[config.mk]
export PLATFORM = sky130hd
export DESIGN_NAME = lap_reader
export DESIGN_NICKNAME = d
export VERILOG_FILES = /design/src/rtl/lap_reader.sv
export SDC_FILE = /design/constraint.sdc
export NUM_CORES = 1
export LEC_CHECK = 0
export BUFFER_PORTS_ARGS = -buffer_cell sky130_fd_sc_hd__buf_2
export CELL_PAD_IN_SITES_DETAIL_PLACEMENT = 2
export CELL_PAD_IN_SITES_GLOBAL_PLACEMENT = 2
export CORE_AREA = 2 2 81 83
export CTS_CLUSTER_SIZE = 24
export DETAILED_ROUTE_END_ITERATION = 10
export DIE_AREA = 0 0 83 85
export PLACE_DENSITY = 0.85
export SYNTH_ARGS = -nofsm -noshare
export SYNTH_HDL_FRONTEND = slang
export SYNTH_SLANG_ARGS = --single-unit
[constraint.sdc]
create_clock -name clk -period 3.15 [get_ports clk]
set_input_delay 0.1575 -clock clk [delete_from_list [all_inputs] [get_ports clk]]
set_output_delay 0.1575 -clock clk [all_outputs]
set_load 0.01 [all_outputs]
[src/rtl/lap_reader.sv]
// lap_reader: read-side controller for the stopwatch lap memory.
// Fetches one stored lap/pause snapshot per rising edge of the step button,
// walking addresses 0..lap_count-1 and wrapping back to 0. The memory read
// port is synchronous, so every fetch is ISSUE (strobe + address) followed by
// WAIT (data returns) before the word is shown.
module lap_reader #(
   parameter int ADDR_WIDTH = 8,
   parameter int DATA_WIDTH = 8
) (
   input  logic                  clk,
   input  logic                  rst,
   input  logic [ADDR_WIDTH-1:0] lap_count,
   input  logic                  step,
   input  logic                  rewind,
   output logic                  mem_rd_en,
   output logic [ADDR_WIDTH-1:0] mem_addr,
   input  logic [DATA_WIDTH-1:0] mem_rd_data,
   output logic [DATA_WIDTH-1:0] lap_value,
   output logic [ADDR_WIDTH-1:0] lap_index,
   output logic                  lap_valid,
   output logic                  busy,
   output logic                  empty
);

   typedef enum logic [1:0] {
      IDLE  = 2'd0,
      ISSUE = 2'd1,
      WAIT  = 2'd2,
      SHOW  = 2'd3
   } state_t;

   state_t                  state_q, state_d;
   logic [ADDR_WIDTH-1:0]   rd_ptr_q, rd_ptr_d;
   logic [ADDR_WIDTH-1:0]   addr_q, addr_d;
   logic [ADDR_WIDTH-1:0]   lap_index_q, lap_index_d;
   logic [DATA_WIDTH-1:0]   lap_value_q, lap_value_d;
   logic                    lap_valid_q, lap_valid_d;
   logic                    step_q;

   logic                    step_rise;
   logic                    count_zero;
   logic [ADDR_WIDTH-1:0]   eff_addr;
   logic [ADDR_WIDTH:0]     next_ptr;
   logic                    ptr_wraps;

   // Edge detect, empty flag, clamped read address and wrap-around pointer math.
   // The pointer advance is one bit wider so eff+1 can never alias with 0.
   always_comb begin
      step_rise  = step & ~step_q;
      count_zero = (lap_count == '0);
      eff_addr   = (rd_ptr_q < lap_count) ? rd_ptr_q : '0;
      next_ptr   = {1'b0, lap_index_q} + {{ADDR_WIDTH{1'b0}}, 1'b1};
      ptr_wraps  = (next_ptr == {1'b0, lap_count});
   end

   // Next-state logic: rewind overrides everything, otherwise the fetch walks
   // IDLE/SHOW -> ISSUE -> WAIT -> SHOW; step edges during a fetch are dropped.
   always_comb begin
      state_d     = state_q;
      rd_ptr_d    = rd_ptr_q;
      lap_index_d = lap_index_q;
      lap_value_d = lap_value_q;
      lap_valid_d = lap_valid_q;
      addr_d      = (state_q == ISSUE) ? eff_addr : addr_q;

      if (rewind) begin
         rd_ptr_d    = '0;
         lap_valid_d = 1'b0;
         state_d     = IDLE;
      end else begin
         case (state_q)
            IDLE: begin
               if (step_rise && !count_zero) begin
                  state_d = ISSUE;
               end
            end
            ISSUE: begin
               lap_index_d = eff_addr;
               state_d     = WAIT;
            end
            WAIT: begin
               lap_value_d = mem_rd_data;
               lap_valid_d = 1'b1;
               rd_ptr_d    = ptr_wraps ? '0 : next_ptr[ADDR_WIDTH-1:0];
               state_d     = SHOW;
            end
            SHOW: begin
               if (count_zero) begin
                  lap_valid_d = 1'b0;
                  state_d     = IDLE;
               end else if (step_rise) begin
                  state_d = ISSUE;
               end
            end
            default: begin
               state_d = IDLE;
            end
         endcase
      end
   end

   // State and datapath registers; reset clears the display immediately.
   always_ff @(posedge clk or posedge rst) begin
      if (rst) begin
         state_q     <= IDLE;
         rd_ptr_q    <= '0;
         addr_q      <= '0;
         lap_index_q <= '0;
         lap_value_q <= '0;
         lap_valid_q <= 1'b0;
         step_q      <= 1'b0;
      end else begin
         state_q     <= state_d;
         rd_ptr_q    <= rd_ptr_d;
         addr_q      <= addr_d;
         lap_index_q <= lap_index_d;
         lap_value_q <= lap_value_d;
         lap_valid_q <= lap_valid_d;
         step_q      <= step;
      end
   end

   // Memory strobe only in ISSUE; the address holds its last issued value otherwise.
   always_comb begin
      mem_rd_en = (state_q == ISSUE);
      mem_addr  = (state_q == ISSUE) ? eff_addr : addr_q;
      busy      = (state_q == ISSUE) || (state_q == WAIT);
      empty     = count_zero;
      lap_value = lap_value_q;
      lap_index = lap_index_q;
      lap_valid = lap_valid_q;
   end

endmodule

# ---- Word-level counts from Yosys, hierarchy flattened
# Index checks and enable logic that the tools add are counted.
dict set report word_totals {
  reg_bits 36
  in_bits 20
  out_inout_bits 28
}
dict set report op_classes {
  addsub 1
  n_lt_le_gt_ge 1
  n_eq_ne 7
  mux 13
  bitwise 3
  n_reduce_logical 11
}
# operator count
set op_table {}
lappend op_table {{8-bit 2-to-1 mux} 5}
lappend op_table {{8-bit by 1-bit adder with 9-bit output (second input constant)} 1}
lappend op_table {{9-bit by 8-bit equality test with 1-bit output} 1}
lappend op_table {{8-bit zero test} 1}
lappend op_table {{8-bit < comparator} 1}
lappend op_table {{2-bit 2-to-1 mux} 4}
lappend op_table {{2-bit one-hot mux with 4 select lines} 1}
lappend op_table {{2-bit AND reduction} 4}
lappend op_table {{3-bit inequality test (second input constant)} 2}
lappend op_table {{2-bit equality test (second input constant)} 2}
lappend op_table {{4-bit inequality test (second input constant)} 1}
lappend op_table {{3-bit nonzero test} 1}
lappend op_table {{2-bit by 1-bit equality test with 1-bit output (second input constant)} 1}
lappend op_table {{2-bit zero test} 1}
lappend op_table {{1-bit 2-to-1 mux} 2}
lappend op_table {{1-bit inverter} 2}
lappend op_table {{1-bit one-hot mux with 2 select lines} 1}
lappend op_table {{2-bit nonzero test} 1}
lappend op_table {{1-bit bitwise AND} 1}
lappend op_table {{1-bit logical AND} 1}
lappend op_table {{1-bit zero test} 1}
lappend op_table {{1-bit logical OR} 1}

# ---- Longest topological paths before layout
dict set report depth {
  word_depth 6
  depth_mapped 8
}

# ---- Worst setup path before layout
# OpenSTA, ideal clock, no wires.
dict set report synth_timing {
  path_type {register to output}
  start {register rd_ptr_q[5]}
  end {output mem_addr[4]}
  arrival_ps 1890
  required_time_ps 2992
  setup_slack_ps 1102
  path_stages_with_launch 8
  path_buffers 1
  path_cell_list {dfrtp_1 > ha_1 > a21o_1 > a21o_1 > a21oi_1 > buf_2 > nand3_1 > o22ai_1}
}
dict set report synth_via {
  elab_chain_cells 3
}
# element line
set synth_lines {}
lappend synth_lines {{start, declared} 33} ;# logic [ADDR_WIDTH-1:0] rd_ptr_q, rd_ptr_d;
lappend synth_lines {{start signal, assigned} 114} ;# rd_ptr_q <= rd_ptr_d;
lappend synth_lines {{8-bit < comparator} 51} ;# eff_addr = (rd_ptr_q < lap_count) ? rd_ptr_q : '0;
lappend synth_lines {{8-bit 2-to-1 mux} 51}
lappend synth_lines {{8-bit 2-to-1 mux} 126} ;# mem_addr = (state_q == ISSUE) ? eff_addr : addr_q;
lappend synth_lines {{end, declared} 16} ;# output logic [ADDR_WIDTH-1:0] mem_addr,
# No other way between the ends.

# ---- Final worst setup path
dict set report layout_timing {
  start {register rd_ptr_q[5]}
  end {output mem_addr[6]}
}
# Same word-level chain as after synthesis.

==> flow_summary.json <==
{
  "final_nets": 304,
  "whs_path_depth": 3,
  "yosys.area.top_type_share_pct": 43.9,
  "gp_congestion": 0.831,
  "remaining_drc_errors": 0,
  "cts.path.max_buffers": 2,
  "nFillCells": 722,
  "worst_pin_slew_ns": 0.735,
  "grt_max_degree": 37,
  "path_delay_family": "compound AO/OA/AOI/OAI gates",
  "worstSetupPathType": "flop to output pin",
  "arrival_ns": 2.22,
  "gr-total-overflow": 0,
  "r2r_start": "lap_index[0]$_DFFE_PP0P_",
  "grt_pass1_wl_um": 10700,
  "rsz0062_at_grt": "no",
  "holdPathEnd": "lap_value[7]$_DFFE_PP0P_",
  "syn_area_per_cell_um2": 9.24,
  "status": "finished clean",
  "root_buffer": "clkbuf_8",
  "path_clk_slew_ns": 0.07,
  "fmax_ghz": 0.420,
  "core_mm2": 0.00620,
  "period_minus_slack_ns": 2.38,
  "multi_input_area_mm2": 0.00100,
  "ir_drop_uv": 358,
  "syn_to_final_growth_pct": 19.9,
  "hold_viol": 0,
  "p_leak_nw": 1.28,
  "track_usage_pct": 19.2,
  "cts_buffers": 5,
  "slew_headroom_pct": 50.9,
  "dr.pass1.iters": 4,
  "hp-start": "mem_rd_data[7]",
  "synthArstFlopShare_pct": 100,
  "wl_per_cell_um": 17.9,
  "rows": 29,
  "clock_skew_ns": 0.00556,
  "numClockSinks": 36,
  "htree_levels": 2,
  "r2r_slack_ns": 0.96,
  "cts_setup_buffers": 0,
  "drt_iter0_drc": 107,
  "hold_class": "primary input to flop",
  "synth_area_mm2": 0.00205,
  "setup-violations-final": 0,
  "yosysTopAreaCell": "dfrtp_1",
  "drv_cap": 0,
  "regArea_um2": 901,
  "yosysSeqAreaShare_pct": 43.9,
  "worst-path-buf-inv": 2,
  "drv_slew": 0,
  "syn-num-nets": 254,
  "reg2reg_to": "rd_ptr_q[1]$_DFFE_PP0P_",
  "cp_common_cell": "a21o_1",
  "finalCritPeriodShare_pct": 75.5,
  "yosys_warnings": 0,
  "worstPathCellList": "ha_1 > a21o_1 > a21o_1 > a21oi_1 > buf_4 > nand3_1 > o22ai_1 > buf_2",
  "cts_tree": "done",
  "worstPathMaxFanout": 16,
  "start_util_pct": 33.1,
  "ys.flop_type": "dfrtp_1",
  "ant_nets": 0,
  "cts_hold_buf": 2,
  "layout-drive-gt1-share_pct": 24.5,
  "synth_cells": 222,
  "cts.repair.resized": 0,
  "r2r_cells": 7,
  "clk_latency_ns": 0.29,
  "die_w_um": 83,
  "final_cells": 350,
  "cp_data_required_time_ns": 2.99,
  "synth_area_leaders": "dfrtp_1 (44%), ha_1 (7.3%), nand2_1 (7.1%), nand3_1 (4.6%), inv_1 (3.8%)",
  "drt-vias-per-instance": 5.09,
  "antenna_cells": 0,
  "placed_cells": 340,
  "antenna_found_initial": 0,
  "die-area_mm2": 0.00706,
  "tns_ns": 0,
  "power.density_mw_per_mm2": 593,
  "synth_edf_count": 0,
  "die_y_um": 85,
  "setup.worst_path.start_class": "flop",
  "crit_path_max_incr_delay_ns": 0.44,
  "totalWireLength_um": 6270,
  "hpwlAfterDp_um": 4770,
  "ys_seq_elements": 36,
  "via_count": 1783,
  "grt_pass1_vias": 2000,
  "setup.worst_path.end_class": "output pin",
  "pin_count": 48,
  "critPathSlowestCell": "dfrtp_1",
  "io_buffers": 47,
  "layout.core_utilization_pct": 39.6,
  "yosysUniqueCellTypes": 40
}
-- stage by stage --
| stage | setup slack, ns | total power [mW] | hold WS (ns) | cell area, um2 |
|---|---|---|---|---|
| after floorplan | 1.10 | 0.937 | 0.189 | 2050 |
| after global placement | 1.10 | 1.10 | 0.283 | 2350 |
| after detailed placement | 0.999 | 1.13 | 0.283 | 2350 |
| after CTS | 0.756 | 1.49 | 0.0555 | 2460 |
| after global routing | 0.539 | 1.57 | 0.0599 | 2460 |
| final | 0.771 | 1.46 | 0.0635 | 2460 |
-- where the power goes --
part / total [mW] / internal [mW] / switching, mW
sequential: 0.626 / 0.551 / 0.0742
clock: 0.340 / 0.178 / 0.161
combinational: 0.494 / 0.201 / 0.293
total: 1.46 / 0.931 / 0.528
-- state kept, by name, summed over array words and instances (netlist names) --
signal     count
rd_ptr_q       8
lap_index      8
step_q         1
addr_q         8
lap_value      8
lap_valid      1
state_q        2
-- layout by cell type (no fill, tap or decap), types with 4 or more instances in the layout --
master and n:
buf_2 47, clkbuf_8 6, nor2_1 13, ha_1 12
dfrtp_1 36, xor2_1 5, a22o_1 5, a21o_1 4
a21oi_1 6, o22ai_1 8, inv_1 21, nand3_1 19
o21ai_1 8, nand2b_1 4, nand2_1 39, xnor2_1 6
buf_4 5
-- cell usage after synthesis, drive strengths merged, types with 2 or more instances --
cell type / count
nand2b: 4
nor4: 2
dfrtp: 36
buf: 4
nand3: 21
a21o: 4
inv: 21
a22o: 5
o21ai: 9
nor2: 13
o22ai: 8
xor2: 6
a21oi: 6
xnor2: 8
nand4: 2
nand2: 40
ha: 12
xnor3: 2
o211ai: 2
clkbuf: 6
-- layout make-up --
| type | count | area share [%] |
|---|---|---|
| inverters | 21 | 3.20 |
| multi-input cells | 154 | 40.7 |
| clock buffers | 8 | 3.66 |
| well taps | 77 | 3.92 |
| repair buffers | 54 | 11.9 |
| flip-flops and latches | 36 | 36.6 |
-- how the worst max path moves through the flow --
stage / startpoint / end / cells past startpoint
6_report: rd_ptr_q[5]$_DFFE_PP0P_ / mem_addr[6] / 8
5_1_grt: rd_ptr_q[1]$_DFFE_PP0P_ / mem_addr[3] / 8
4_1_cts: rd_ptr_q[5]$_DFFE_PP0P_ / mem_addr[6] / 8
3_5_place_dp: lap_index[0]$_DFFE_PP0P_ / rd_ptr_q[1]$_DFFE_PP0P_ / 7
3_3_place_gp: lap_index[0]$_DFFE_PP0P_ / rd_ptr_q[1]$_DFFE_PP0P_ / 7
2_1_floorplan: rd_ptr_q[5]$_DFFE_PP0P_ / mem_addr[4] / 7
-- worst register-to-register path, cell delays in order (launching register included) --
cell	delay [ns]
dfrtp_1	0.46
ha_1	0.36
xnor2_1	0.19
o211ai_1	0.14
nor3_2	0.19
nand3_1	0.12
or2_1	0.32
a32o_2	0.30
-- kinds of logic after synthesis --
kind of cell | share of synthesized area (%)
flip-flops | 43.9
AND/OR/NAND/NOR | 19.7
adder cells (fa/ha/maj) | 7.32
XOR/XNOR | 9.27
AO/OA/AOI/OAI | 12.0
buffers and inverters | 7.32
multiplexers | 0.488
-- routing by layer --
metal  wire, um  track usage [%]  vias to the layer above
li1           -                -                      841
met1       2740             23.9                      888
met2       3190             34.4                       44
met3        246             3.40                       10
met4         96             5.22                        0
met5          0                0                        -
No activity file was read; power rests on OpenSTA's default activity.
